File: src/rtl/flopenr_pkg.sv
// -----------------------------------------------------------------------------
// flopenr_pkg
// Shared constants and helpers for the flopenr_pipe pipeline slice.
//   DEFAULT_WIDTH / DEFAULT_DEPTH : default data width and stage count
//   occ_width(depth)              : bit width needed to hold 0..depth
// -----------------------------------------------------------------------------
package flopenr_pkg;

  localparam int DEFAULT_WIDTH = 4;
  localparam int DEFAULT_DEPTH = 3;

  // Width of a counter that must represent every value from 0 to depth.
  // Clamped to 1 so a degenerate depth still yields a legal vector.
  function automatic int occ_width(input int depth);
    int w;
    w = $clog2(depth + 1);
    if (w < 1) begin
      w = 1;
    end
    return w;
  endfunction

endpackage : flopenr_pkg

File: src/rtl/flopenr_stage.sv
// -----------------------------------------------------------------------------
// flopenr_stage
// One pipeline stage: a WIDTH-bit data register plus its valid bit.
// Priority at the clock edge: flush > en > hold. reset is asynchronous and
// loads RESET_VAL / invalid without waiting for a clock edge.
//
// Ports:
//   clk       in   rising-edge clock
//   reset     in   asynchronous active-high reset
//   en        in   load d / in_valid when high, hold when low
//   flush     in   synchronous squash to RESET_VAL / invalid
//   in_valid  in   valid bit accompanying d
//   d         in   WIDTH-bit data
//   q         out  registered data
//   valid     out  registered valid bit
// -----------------------------------------------------------------------------
module flopenr_stage
  import flopenr_pkg::*;
#(
  parameter int               WIDTH     = DEFAULT_WIDTH,
  parameter logic [WIDTH-1:0] RESET_VAL = '0
) (
  input  logic             clk,
  input  logic             reset,
  input  logic             en,
  input  logic             flush,
  input  logic             in_valid,
  input  logic [WIDTH-1:0] d,
  output logic [WIDTH-1:0] q,
  output logic             valid
);

  logic [WIDTH-1:0] data_d, data_q;
  logic             valid_d, valid_q;

  always_comb begin
    data_d  = data_q;
    valid_d = valid_q;
    if (flush) begin
      data_d  = RESET_VAL;
      valid_d = 1'b0;
    end else if (en) begin
      data_d  = d;
      valid_d = in_valid;
    end
  end

  always_ff @(posedge clk or posedge reset) begin
    if (reset) begin
      data_q  <= RESET_VAL;
      valid_q <= 1'b0;
    end else begin
      data_q  <= data_d;
      valid_q <= valid_d;
    end
  end

  assign q     = data_q;
  assign valid = valid_q;

endmodule : flopenr_stage

File: src/rtl/flopenr_pipe.sv
// -----------------------------------------------------------------------------
// flopenr_pipe
// DEPTH-stage, WIDTH-bit pipeline register with per-stage valid bits, a
// global advance enable and a synchronous flush. Generic delay slice between
// datapath blocks that need stall and squash control.
//
// Flow control: a beat is (d, in_valid). It is captured only on an edge with
// en=1 and flush=0; with en=0 the upstream block must keep presenting it, since
// nothing is captured. Bubbles (in_valid=0) travel through like data, so the
// output valid pattern is the input valid pattern delayed by DEPTH enabled
// edges. Data shifts regardless of valid.
//
// Optional build macro FLOPENR_PIPE_OCC_EN adds the occ output, a registered
// count of stages currently holding a valid beat.
//
// Ports:
//   clk        in   rising-edge clock
//   reset      in   asynchronous active-high reset (all stages RESET_VAL/invalid)
//   en         in   advance enable; 0 = every stage holds
//   flush      in   synchronous squash of all stages (wins over en)
//   in_valid   in   qualifies d
//   d          in   WIDTH-bit input data
//   q          out  data of the last stage
//   out_valid  out  valid bit of the last stage
//   occ        out  valid-stage count (FLOPENR_PIPE_OCC_EN only)
// -----------------------------------------------------------------------------
module flopenr_pipe
  import flopenr_pkg::*;
#(
  parameter int               WIDTH     = DEFAULT_WIDTH,
  parameter int               DEPTH     = DEFAULT_DEPTH,
  parameter logic [WIDTH-1:0] RESET_VAL = '0
) (
  input  logic             clk,
  input  logic             reset,
  input  logic             en,
  input  logic             flush,
  input  logic             in_valid,
  input  logic [WIDTH-1:0] d,
  output logic [WIDTH-1:0] q,
  output logic             out_valid
`ifdef FLOPENR_PIPE_OCC_EN
  ,
  output logic [occ_width(DEPTH)-1:0] occ
`endif
);

  logic [DEPTH-1:0][WIDTH-1:0] stage_din;
  logic [DEPTH-1:0]            stage_vin;
  logic [DEPTH-1:0][WIDTH-1:0] stage_data;
  logic [DEPTH-1:0]            stage_valid;

  for (genvar i = 0; i < DEPTH; i++) begin : g_stage
    if (i == 0) begin : g_head
      assign stage_din[i] = d;
      assign stage_vin[i] = in_valid;
    end else begin : g_body
      assign stage_din[i] = stage_data[i-1];
      assign stage_vin[i] = stage_valid[i-1];
    end

    flopenr_stage #(
      .WIDTH     (WIDTH),
      .RESET_VAL (RESET_VAL)
    ) u_stage (
      .clk      (clk),
      .reset    (reset),
      .en       (en),
      .flush    (flush),
      .in_valid (stage_vin[i]),
      .d        (stage_din[i]),
      .q        (stage_data[i]),
      .valid    (stage_valid[i])
    );
  end

  // Last stage is a flop, so q/out_valid have no combinational input path.
  assign q         = stage_data[DEPTH-1];
  assign out_valid = stage_valid[DEPTH-1];

`ifdef FLOPENR_PIPE_OCC_EN
  localparam int OCC_W = occ_width(DEPTH);

  logic [OCC_W-1:0] occ_d, occ_q;

  // Tracks the popcount of stage_valid incrementally: a shift adds the
  // incoming valid bit and drops the one leaving the last stage. The sum
  // cannot leave 0..DEPTH because it mirrors the valid bits exactly.
  always_comb begin
    occ_d = occ_q;
    if (flush) begin
      occ_d = '0;
    end else if (en) begin
      occ_d = occ_q + OCC_W'(in_valid) - OCC_W'(stage_valid[DEPTH-1]);
    end
  end

  always_ff @(posedge clk or posedge reset) begin
    if (reset) begin
      occ_q <= '0;
    end else begin
      occ_q <= occ_d;
    end
  end

  assign occ = occ_q;
`endif

endmodule : flopenr_pipe

File: config.mk
export PLATFORM = sky130hd
export DESIGN_NAME = flopenr_pipe
export DESIGN_NICKNAME = d
export VERILOG_FILES = /design/src/rtl/flopenr_pkg.sv /design/src/rtl/flopenr_stage.sv /design/src/rtl/flopenr_pipe.sv
export SDC_FILE = /design/constraint.sdc
export NUM_CORES = 1
export LEC_CHECK = 0
export BUFFER_PORTS_ARGS = -buffer_cell sky130_fd_sc_hd__buf_4
export CAP_MARGIN = 10
export CORE_MARGIN = 5
export CORE_UTILIZATION = 25
export DETAILED_ROUTE_END_ITERATION = 8
export GPL_TIMING_DRIVEN = 0
export PLACE_DENSITY = 0.46
export SYNTH_ARGS = -nofsm -noshare
export SYNTH_HDL_FRONTEND = slang
export SYNTH_SLANG_ARGS = --single-unit
File: constraint.sdc
create_clock -name clk -period 0.8 [get_ports clk]
set_input_delay 0.04 -clock clk [delete_from_list [all_inputs] [get_ports clk]]
set_output_delay 0.04 -clock clk [all_outputs]
set_load 0.02 [all_outputs]
# == After elaboration in Yosys (flattened, before gate mapping) ==
# Index checks and enable logic that the tools add are counted.
# word_totals
latchBits,0
reg_bits,15
out_inout_bits,5
rom_bits,0
ram_bits,0
memories,0
# classes
mul,0
n_lt_le_gt_ge,0
n_mux,12
n_eq_ne,0
reduce_logical,1
n_addsub,0
n_shift,0
n_div,0
bitwise_logic,0
# ops
cell,count
$mux W4,6
$mux W1,6
$reduce_bool A2 Y1,1

# == Logic depth before layout (Yosys ltp) ==
# Gate-level depths: netlist (run 1).
# depth
depth_word,2
depth_mapped,4
depth_no_buf,2

# == By module ==
# From an unflattened synthesis (run 1), not the netlist that was laid out.
# unflattened
hier_cells,51
hier_area_um2,626.9
# by_module_without_submodules
mod,seq_area_each_um2,area_per_inst_um2,n_inst,cells_each
flopenr_stage,125.1,209.0,3,17

# == Least setup slack after synthesis (run 1) ==
# No wires, ideal clock.
# synth_path
path_kind,reg-to-reg
from,"register, netlist name g_stage[2].u_stage.q[0]"
to,register g_stage[2].u_stage.data_q[0]
t_arrival_ns,0.613
path_buffers,0
path_slack_ns,0.055
required_time_ns,0.668
stages_incl_launch_ff,3
cell_sequence,dfrtp_1 mux2i_1 nor2_1
# synth_rtl
item,line_no,text
end signal: assignment,flopenr_stage.sv:53,data_q <= data_d;
end: declaration,flopenr_stage.sv:33,"logic [WIDTH-1:0] data_d, data_q;"

# == Worst setup path in the final report (run 1) ==
# layout_path
from,register g_stage[2].u_stage.data_q[1]
to,output q[1]
# layout_rtl
item,line_no,text
end: declaration,flopenr_pipe.sv:40,"output logic [WIDTH-1:0] q,"
# No word-level cell between the ends.

==> summary.txt, run 1 <==
Outcome
  – Outcome: complete, but fails checks
  – Failing checks: hold timing, setup timing

Drt
  – Pre-Repair DR Iteration Count: 4
  – DRT antenna net count: 0
  – Iteration-0 DRC Markers: 4
  – DR WL/cell: 11.75 um
  – DRC: 0
  – Vias post-DR: 425
  – Post-Route WL: 1.175 mm
  – Vias per cell: 4.250

Synthesis
  – Post-synth top area cell: dfrtp_1
  – Mux cell area share after synthesis: between 20 and 25%
  – Largest family of logic cells by synthesized area: multiplexers
  – Synth Instances: 49
  – Synth Area in Compound Gates: 0%
  – Syn Area/Cell: 12.67 um2
  – Area share of the largest cell type after synthesis: 60.48%
  – Synth Warn #: 0
  – Synth Area in Simple Gates: 9.073%
  – #FFs+latches synth: 15
  – Mapped Area: 620.6 um2
  – Synth unique cells: 7
  – Ranking of synthesized cells by area: dfrtp_1 60%, mux2i_1 24%, nor2_1 9.1%
  – Sequential cell area fraction in the yosys report: 60.48%
  – Synthesized Nets: 58
  – Post-synthesis adder-cell area fraction: 0%
  – XOR/XNOR Fraction of Synth Area: 0%

Clocking
  – CTS Hold Bufs: 1
  – Worst skew pair latency: 0.27 ns
  – Clk slew on worst S/H paths: 0.09 ns
  – CTS tree: built
  – Num CTS Buffers: 3
  – Clock Path Buffers: 2
  – H-tree lvl count: 1
  – Root buf cell: clkbuf_4
  – Clock sink total: 15

Setup path
  – CP top delay family: flip-flops
  – Worst EP required: 0.76 ns
  – Critical Path End Type: primary output
  – Reg2reg path depth: 3
  – Crit path cell chain: buf_6
  – FF-to-FF Start: g_stage[2].u_stage.q[1]
  – Critical Path AT: 0.82 ns
  – Crit path kind: flip-flop to primary output
  – CP max FO: 2
  – CP max stage cell: dfrtp_1
  – Buf/Inv on CP: 1
  – Startpoint Class: flip-flop
  – Reg-to-Reg End: g_stage[2].u_stage.q[1]
  – R2R Setup Slk: -0.03 ns
  – CP max stage delay: 0.40 ns

Die
  – Die height: 59.83 um
  – Num ports: 14
  – DIE AREA: 0.003579 mm2
  – Initial Util: 25.51%
  – Core Region: approximately 0.0024 mm2
  – Horiz. Die Dim: between 50 and 60 um
  – Cell row count: 18

Global routing
  – Global-route wire length before repair: 2.132 mm
  – Global-route usage over all layers: 8.292%
  – Number of global-route vias before repair: 473
  – Gr ovfl total: 0
  – Initial antenna violation count: 0
  – Largest net degree at the start of global routing: 16

Timing
  – Setup TNS: -0.3352 ns
  – Max-slew violation total from the final report: 0
  – Worst-Margin Slew: 0.5718 ns
  – Worst Skew: between 0.002 and 0.0025 ns
  – RSZ-0062 raised after global routing: true
  – Setup WS post-layout: -0.05641 ns
  – Setup-failing EPs final: 9
  – Final Hold Vio Count: 15
  – Post-layout minimum cycle time: 0.8564 ns
  – Worst slew margin: 61.84%
  – Period utilization: 107.1%
  – Fmax: 1168 MHz
  – Worst hold slack: -0.1822 ns

Cells and area
  – Synth-to-layout area growth: 35.48%
  – Layout cells sized above 1: 30.00%
  – Final Net Count: 80
  – Most frequent cells in the layout: 15 x mux2i_1, 15 x nor2_1, 15 x dfrtp_1, 9 x buf_4, 8 x buf_6
  – Antenna diodes: 0
  – Core Util, Final: 34.57%
  – Design Area, Final: ~840 um2

Power
  – Peak supply drop: 0.6378 mV
  – Pwr Density: about 1600 mW/mm2
  – Leakage: 0.4454 nW

Job
  – Max_cap viols: 0

Place
  – Post-DP Area: 748.2 um2
  – Worst setup slack after placement: -0.002873 ns
  – I/O Buffers: 12
  – Routability cong.: 0.6186

Worst hold path
  – Worst hold path class: input port to async pin
-- cells in the mapped netlist (all sizes together) --
| cell | number |
|---|---|
| buf | 2 |
| clkbuf | 1 |
| dfrtp | 15 |
| inv | 1 |
| mux2i | 15 |
| nor2 | 15 |
-- cell families after synthesis --
group                  Yosys count
flip-flops                      15
buffers and inverters            4
multiplexers                    15
AND/OR/NAND/NOR                 15
-- state kept, by name, indices dropped and copies added (netlist names) --
register,count
g_stage.u_stage.valid,3
g_stage.u_stage.q,12
-- per-stage QoR --
stage / instances / power [W]
final: 100 / 0.001379
after global routing: 100 / 0.001466
after CTS: 100 / 0.001404
after detailed placement: 91 / 0.0009671
after global placement: 91 / 0.0009647
after floorplan: 49 / 0.0009093
-- routing by layer --
| layer | part of all wire [%] | up-vias | GRT usage (%) |
|---|---|---|---|
| li1 | - | 202 | - |
| met1 | 42 | 211 | 9.960 |
| met2 | 52 | 10 | 12.50 |
| met3 | 4.7 | 2 | 2.592 |
| met4 | 2.1 | 0 | 5.696 |
| met5 | 0 | - | 0 |
-- final cells by class --
| class | count | area [um2] |
|---|---|---|
| Inverter | 1 | 3.754 |
| Fill cell | 261 | 1592 |
| Clock buffer | 4 | 26.28 |
| Tap cell | 30 | 37.54 |
| Multi-Input combinational cell | 30 | 206.4 |
| Timing Repair Buffer | 17 | 156.4 |
| Buffer | 3 | 35.03 |
| Sequential cell | 15 | 375.4 |
-- power breakdown --
part	switching [W]	internal [W]
registers	0.0000142	0.000784
logic	0.0000761	0.0000863
clock network	0.000225	0.000193
-- timing repair --
action,in CTS,in global routing
setup endpoints to repair,5,9
resized for setup,5,2
endpoints found under the hold margin,20,15
gates cloned,0,0
setup buffers,4,0
-- how the worst max path moves through the flow --
stage,start,endpoint,slack [ns],depth (start not counted)
6_report,g_stage[2].u_stage.q[1],q[1],-0.06,1
5_1_grt,g_stage[2].u_stage.q[0],q[0],-0.10,1
4_1_cts,g_stage[2].u_stage.q[2],q[2],-0.06,1
3_5_place_dp,flush,g_stage[0].u_stage.q[3],-0.003,3
3_3_place_gp,flush,g_stage[2].u_stage.q[0],0.02,3
2_1_floorplan,g_stage[2].u_stage.q[0],g_stage[2].u_stage.q[0],0.06,2
(Power assumes the default switching activity.)
==> run 2, diff against run 1 <==
- RECOVER_POWER: not set -> 25
==> summary.txt, run 2 (same netlist as run 1, synthesis figures left out) <==
Timing
  – Setup TNS: -0.3352 ns
  – Setup-failing EPs final: 9
  – Fmax: 1168 MHz
  – Max-slew violation total from the final report: 0
  – Worst hold slack: -0.1815 ns
  – Worst slew margin: 61.84%
  – Post-layout minimum cycle time: 0.8564 ns
  – Setup WS post-layout: -0.05641 ns
  – Worst Skew: 0.002060 ns
  – Period utilization: 107.1%
  – Worst-Margin Slew: about 0.57 ns
  – Final Hold Vio Count: 15
  – RSZ-0062 raised after global routing: true

Drt
  – DR WL/cell: 11.75 um
  – Vias per cell: roughly 4.3
  – DRT antenna net count: 0
  – DRC: 0
  – Pre-Repair DR Iteration Count: 4
  – Vias post-DR: ~430
  – Post-Route WL: 1.175 mm
  – Iteration-0 DRC Markers: 4

Clocking
  – Clock Path Buffers: 2
  – CTS Hold Bufs: 1
  – CTS tree: built
  – Worst skew pair latency: 0.27 ns
  – Num CTS Buffers: 3
  – Clk slew on worst S/H paths: 0.09 ns
  – H-tree lvl count: 1
  – Clock sink total: 15
  – Root buf cell: clkbuf_4

Setup path
  – Crit path cell chain: buf_6
  – CP max FO: 2
  – R2R Setup Slk: -0.03 ns
  – Startpoint Class: flip-flop
  – CP max stage cell: dfrtp_1
  – Critical Path AT: 0.82 ns
  – Buf/Inv on CP: 1
  – Critical Path End Type: primary output
  – CP top delay family: flip-flops
  – CP max stage delay: 0.40 ns
  – Worst EP required: 0.76 ns
  – Crit path kind: flip-flop to primary output

Die
  – Core Region: 0.002432 mm2
  – Initial Util: 25.51%
  – Die height: 59.83 um
  – Cell row count: 18
  – Horiz. Die Dim: around 60 um
  – Num ports: 14
  – DIE AREA: 0.003579 mm2

Power
  – Leakage: 0.4452 nW
  – Pwr Density: approximately 1600 mW/mm2
  – Peak supply drop: between 0.6 and 0.7 mV

Global routing
  – Initial antenna violation count: 0
  – Global-route usage over all layers: 8.292%
  – Global-route wire length before repair: about 2.1 mm
  – Gr ovfl total: 0
  – Largest net degree at the start of global routing: 16
  – Number of global-route vias before repair: 473

Cells and area
  – Antenna diodes: 0
  – Synth-to-layout area growth: 35.48%
  – Largest register FFs: 12
  – Final std cells w/o fill: 100
  – Most frequent cells in the layout: 15 x mux2i_1, 15 x nor2_1, 15 x dfrtp_1, 8 x buf_6, 8 x buf_4
  – Layout cells sized above 1: 30.00%
  – Final Net Count: 80

Place
  – Dpl cells: 91
  – I/O Buffers: 12
  – Routability cong.: 0.6186

Outcome
  – Outcome: complete, but fails checks
  – Failing checks: hold timing, setup timing

Worst hold path
  – Worst hold path class: input port to async pin

Job
  – Max_cap viols: 0
run 2: routing by layer:
metal | up-vias | routed length, um | global-route usage, %
met5 | - | 0 | 0
met4 | 0 | 25 | 5.696
met3 | 2 | 55 | 2.592
met2 | 10 | 605 | 12.50
met1 | 211 | 488 | 9.960
li1 | 202 | - | -
run 2: worst paths after layout:
| path | start | to | cells past startpoint |
|---|---|---|---|
| min in group clk | d[1] | g_stage[0].u_stage.q[1] | 3 |
| max | g_stage[2].u_stage.q[1] | q[1] | 1 |
| max in group asynchronous | reset | g_stage[1].u_stage.q[0] | 2 |
| min reg2reg | g_stage[0].u_stage.q[3] | g_stage[1].u_stage.q[3] | 2 |
| min | reset | g_stage[2].u_stage.q[2] | 2 |
| max reg2reg | g_stage[2].u_stage.q[1] | g_stage[2].u_stage.q[1] | 3 |
run 2: power by group:
part / switching [W] / internal [W]
clock: 0.000225 / 0.000193
combinational: 0.0000761 / 0.0000860
sequential: 0.0000142 / 0.000784
run 2: cell type report:
class	instances	area (um2)
multi-input combinational	30	206.4
inverter	1	3.754
timing repair buffer	17	156.4
buffer	3	35.03
sequential	15	375.4
clock buffer	4	26.28
tap	30	37.54
fill	261	1592
run 2: per-stage QoR:
| step | util (%) | area [um2] | hold slack, ns | setup WS, ns | power [W] |
|---|---|---|---|---|---|
| floorplan | - | 620.6 | -0.05852 | 0.05527 | 0.0009093 |
| global route | 34.57 | 840.8 | -0.1459 | -0.1005 | 0.001466 |
| CTS | 34.26 | 833.3 | -0.1655 | -0.06360 | 0.001404 |
| finish | 34.57 | 840.8 | -0.1815 | -0.05641 | 0.001379 |
| detailed placement | 30.76 | 748.2 | 0.1407 | -0.002873 | 0.0009671 |
| global placement | 30.76 | 748.2 | 0.1346 | 0.01580 | 0.0009647 |
run 2: what timing repair did:
item | 4_1_cts | 5_1_grt
hold endpoints to repair | 20 | 15
setup endpoints to repair | 5 | 9
buffers inserted | 4 | 0
gates resized for setup | 5 | 2
==> run 3, diff against run 2 <==
- SKIP_CTS_REPAIR_TIMING: not set -> 1
==> summary.txt, run 3 (same netlist as run 1, synthesis figures left out) <==
Global routing
  – Number of global-route vias before repair: 455
  – Global-route usage over all layers: 7.936%
  – Largest net degree at the start of global routing: 16
  – Initial antenna violation count: 0
  – Gr ovfl total: 0
  – Global-route wire length before repair: 2.035 mm

Setup path
  – FF-to-FF Start: g_stage[2].u_stage.valid
  – Crit path cell chain: buf_6
  – CP max stage delay: 0.41 ns
  – Critical Path End: q[3]
  – Critical Path AT: 0.82 ns
  – Reg-to-Reg End: g_stage[2].u_stage.valid
  – CP max stage cell: dfrtp_1
  – Reg2reg path depth: 3
  – Startpoint Class: flip-flop
  – R2R Setup Slk: -0.03 ns
  – WP depth: 1
  – Critical Path End Type: primary output
  – Crit path kind: flip-flop to primary output
  – Worst EP required: 0.76 ns
  – Worst setup path startpoint: g_stage[2].u_stage.q[3]
  – CP top delay family: flip-flops
  – Buf/Inv on CP: 1
  – CP max FO: 2

Timing
  – Worst slew margin: 62.25%
  – Setup TNS: -0.3055 ns
  – Worst-Margin Slew: 0.5657 ns
  – Worst Skew: ~0.0047 ns
  – Final Hold Vio Count: 16
  – Period utilization: 107.8%
  – Setup WS post-layout: -0.06228 ns
  – RSZ-0062 raised after global routing: true
  – Worst hold slack: -0.1880 ns
  – Fmax: 1160 MHz
  – Post-layout minimum cycle time: 0.8623 ns
  – Setup-failing EPs final: 7
  – Max-slew violation total from the final report: 0

Clocking
  – Clk slew on worst S/H paths: 0.09 ns
  – Clock Path Buffers: 2
  – CTS tree: built
  – Worst skew pair latency: about 0.28 ns
  – Clock sink total: 15
  – Root buf cell: clkbuf_4
  – Num CTS Buffers: 3
  – H-tree lvl count: 1

Outcome
  – Failing checks: hold timing, setup timing
  – Outcome: complete, but fails checks

Die
  – DIE AREA: 0.003579 mm2
  – Horiz. Die Dim: between 50 and 60 um
  – Die height: 59.83 um
  – Initial Util: roughly 26%
  – Core Region: between 0.002 and 0.0025 mm2
  – Num ports: 14
  – Cell row count: 18

Cells and area
  – Synth-to-layout area growth: 31.85%
  – Area taken by multi-input logic gates: 206.4 um2
  – Design Area, Final: a little over 800 um2
  – Antenna diodes: 0
  – Filler cells: roughly 270
  – Layout cells sized above 1: roughly 28%
  – Most frequent cells in the layout: 15 x mux2i_1, 15 x nor2_1, 15 x dfrtp_1, 8 x buf_4, 6 x buf_6
  – Largest register FFs: 12
  – Final Net Count: 78
  – Seq. cell area: 375.4 um2

Power
  – Peak supply drop: 0.6385 mV
  – Pwr Density: around 1700 mW/mm2
  – Leakage: 0.4329 nW

Worst hold path
  – Worst hold path class: input port to async pin

Place
  – I/O Buffers: 12
  – Worst setup slack after placement: -0.002873 ns
  – Routability cong.: 0.6186
  – Post-DP Area: around 750 um2

Drt
  – DRC: 0
  – Post-Route WL: approximately 1.2 mm
  – Iteration-0 DRC Markers: 5
  – Pre-Repair DR Iteration Count: 2
  – Vias per cell: about 4.2
  – Vias post-DR: 414
  – DRT antenna net count: 0
  – DR WL/cell: between 10 and 15 um

Job
  – Max_cap viols: 0
[run 3: cell count changes in the layout (fill, tap and decap cells not counted)]
cell   change
buf_6      -2
[run 3: area by class of cell]
| type | count | area share [%] |
|---|---|---|
| inverters | 1 | 0.4587 |
| well taps | 30 | 4.587 |
| repair buffers | 15 | 16.36 |
| plain buffers | 3 | 4.281 |
| flip-flops and latches | 15 | 45.87 |
| multi-input cells | 30 | 25.23 |
| clock buffers | 4 | 3.211 |
[run 3: power by group]
| part | total (W) | internal [W] | switching (W) |
|---|---|---|---|
| Clock | 0.000425 | 0.000193 | 0.000232 |
| Combinational | 0.000160 | 0.0000833 | 0.0000767 |
| Sequential | 0.000798 | 0.000784 | 0.0000139 |
| Total | 0.00138 | 0.00106 | 0.000323 |
[run 3: routing by layer]
metal  wire (um)  global-route usage (%)
met3          51                   2.592
met2         567                   11.73
met5           0                       0
met4          25                   5.696
met1         555                   9.562
[run 3: per-stage QoR]
| step | util, % | hold WS [ns] | power (W) | instances |
|---|---|---|---|---|
| 4_1_cts | 31.84 | -0.1655 | 0.001392 | 95 |
| 3_3_place_gp | 30.76 | 0.1346 | 0.0009647 | 91 |
| 2_1_floorplan | - | -0.05852 | 0.0009093 | 49 |
| 5_1_grt | 33.64 | -0.1459 | 0.001463 | 98 |
| 3_5_place_dp | 30.76 | 0.1407 | 0.0009671 | 91 |
| 6_report | 33.64 | -0.1880 | 0.001383 | 98 |
[run 3: how the worst min path moves through the flow]
stage / startpoint / end / slack [ns] / cells after the start
floorplan: reset / g_stage[0].u_stage.q[0] / -0.06 / 1
global placement: reset / g_stage[2].u_stage.q[0] / 0.13 / 2
detailed placement: reset / g_stage[2].u_stage.q[0] / 0.14 / 2
CTS: reset / g_stage[0].u_stage.q[0] / -0.17 / 2
global route: reset / g_stage[2].u_stage.q[2] / -0.15 / 2
finish: reset / g_stage[1].u_stage.q[3] / -0.19 / 2
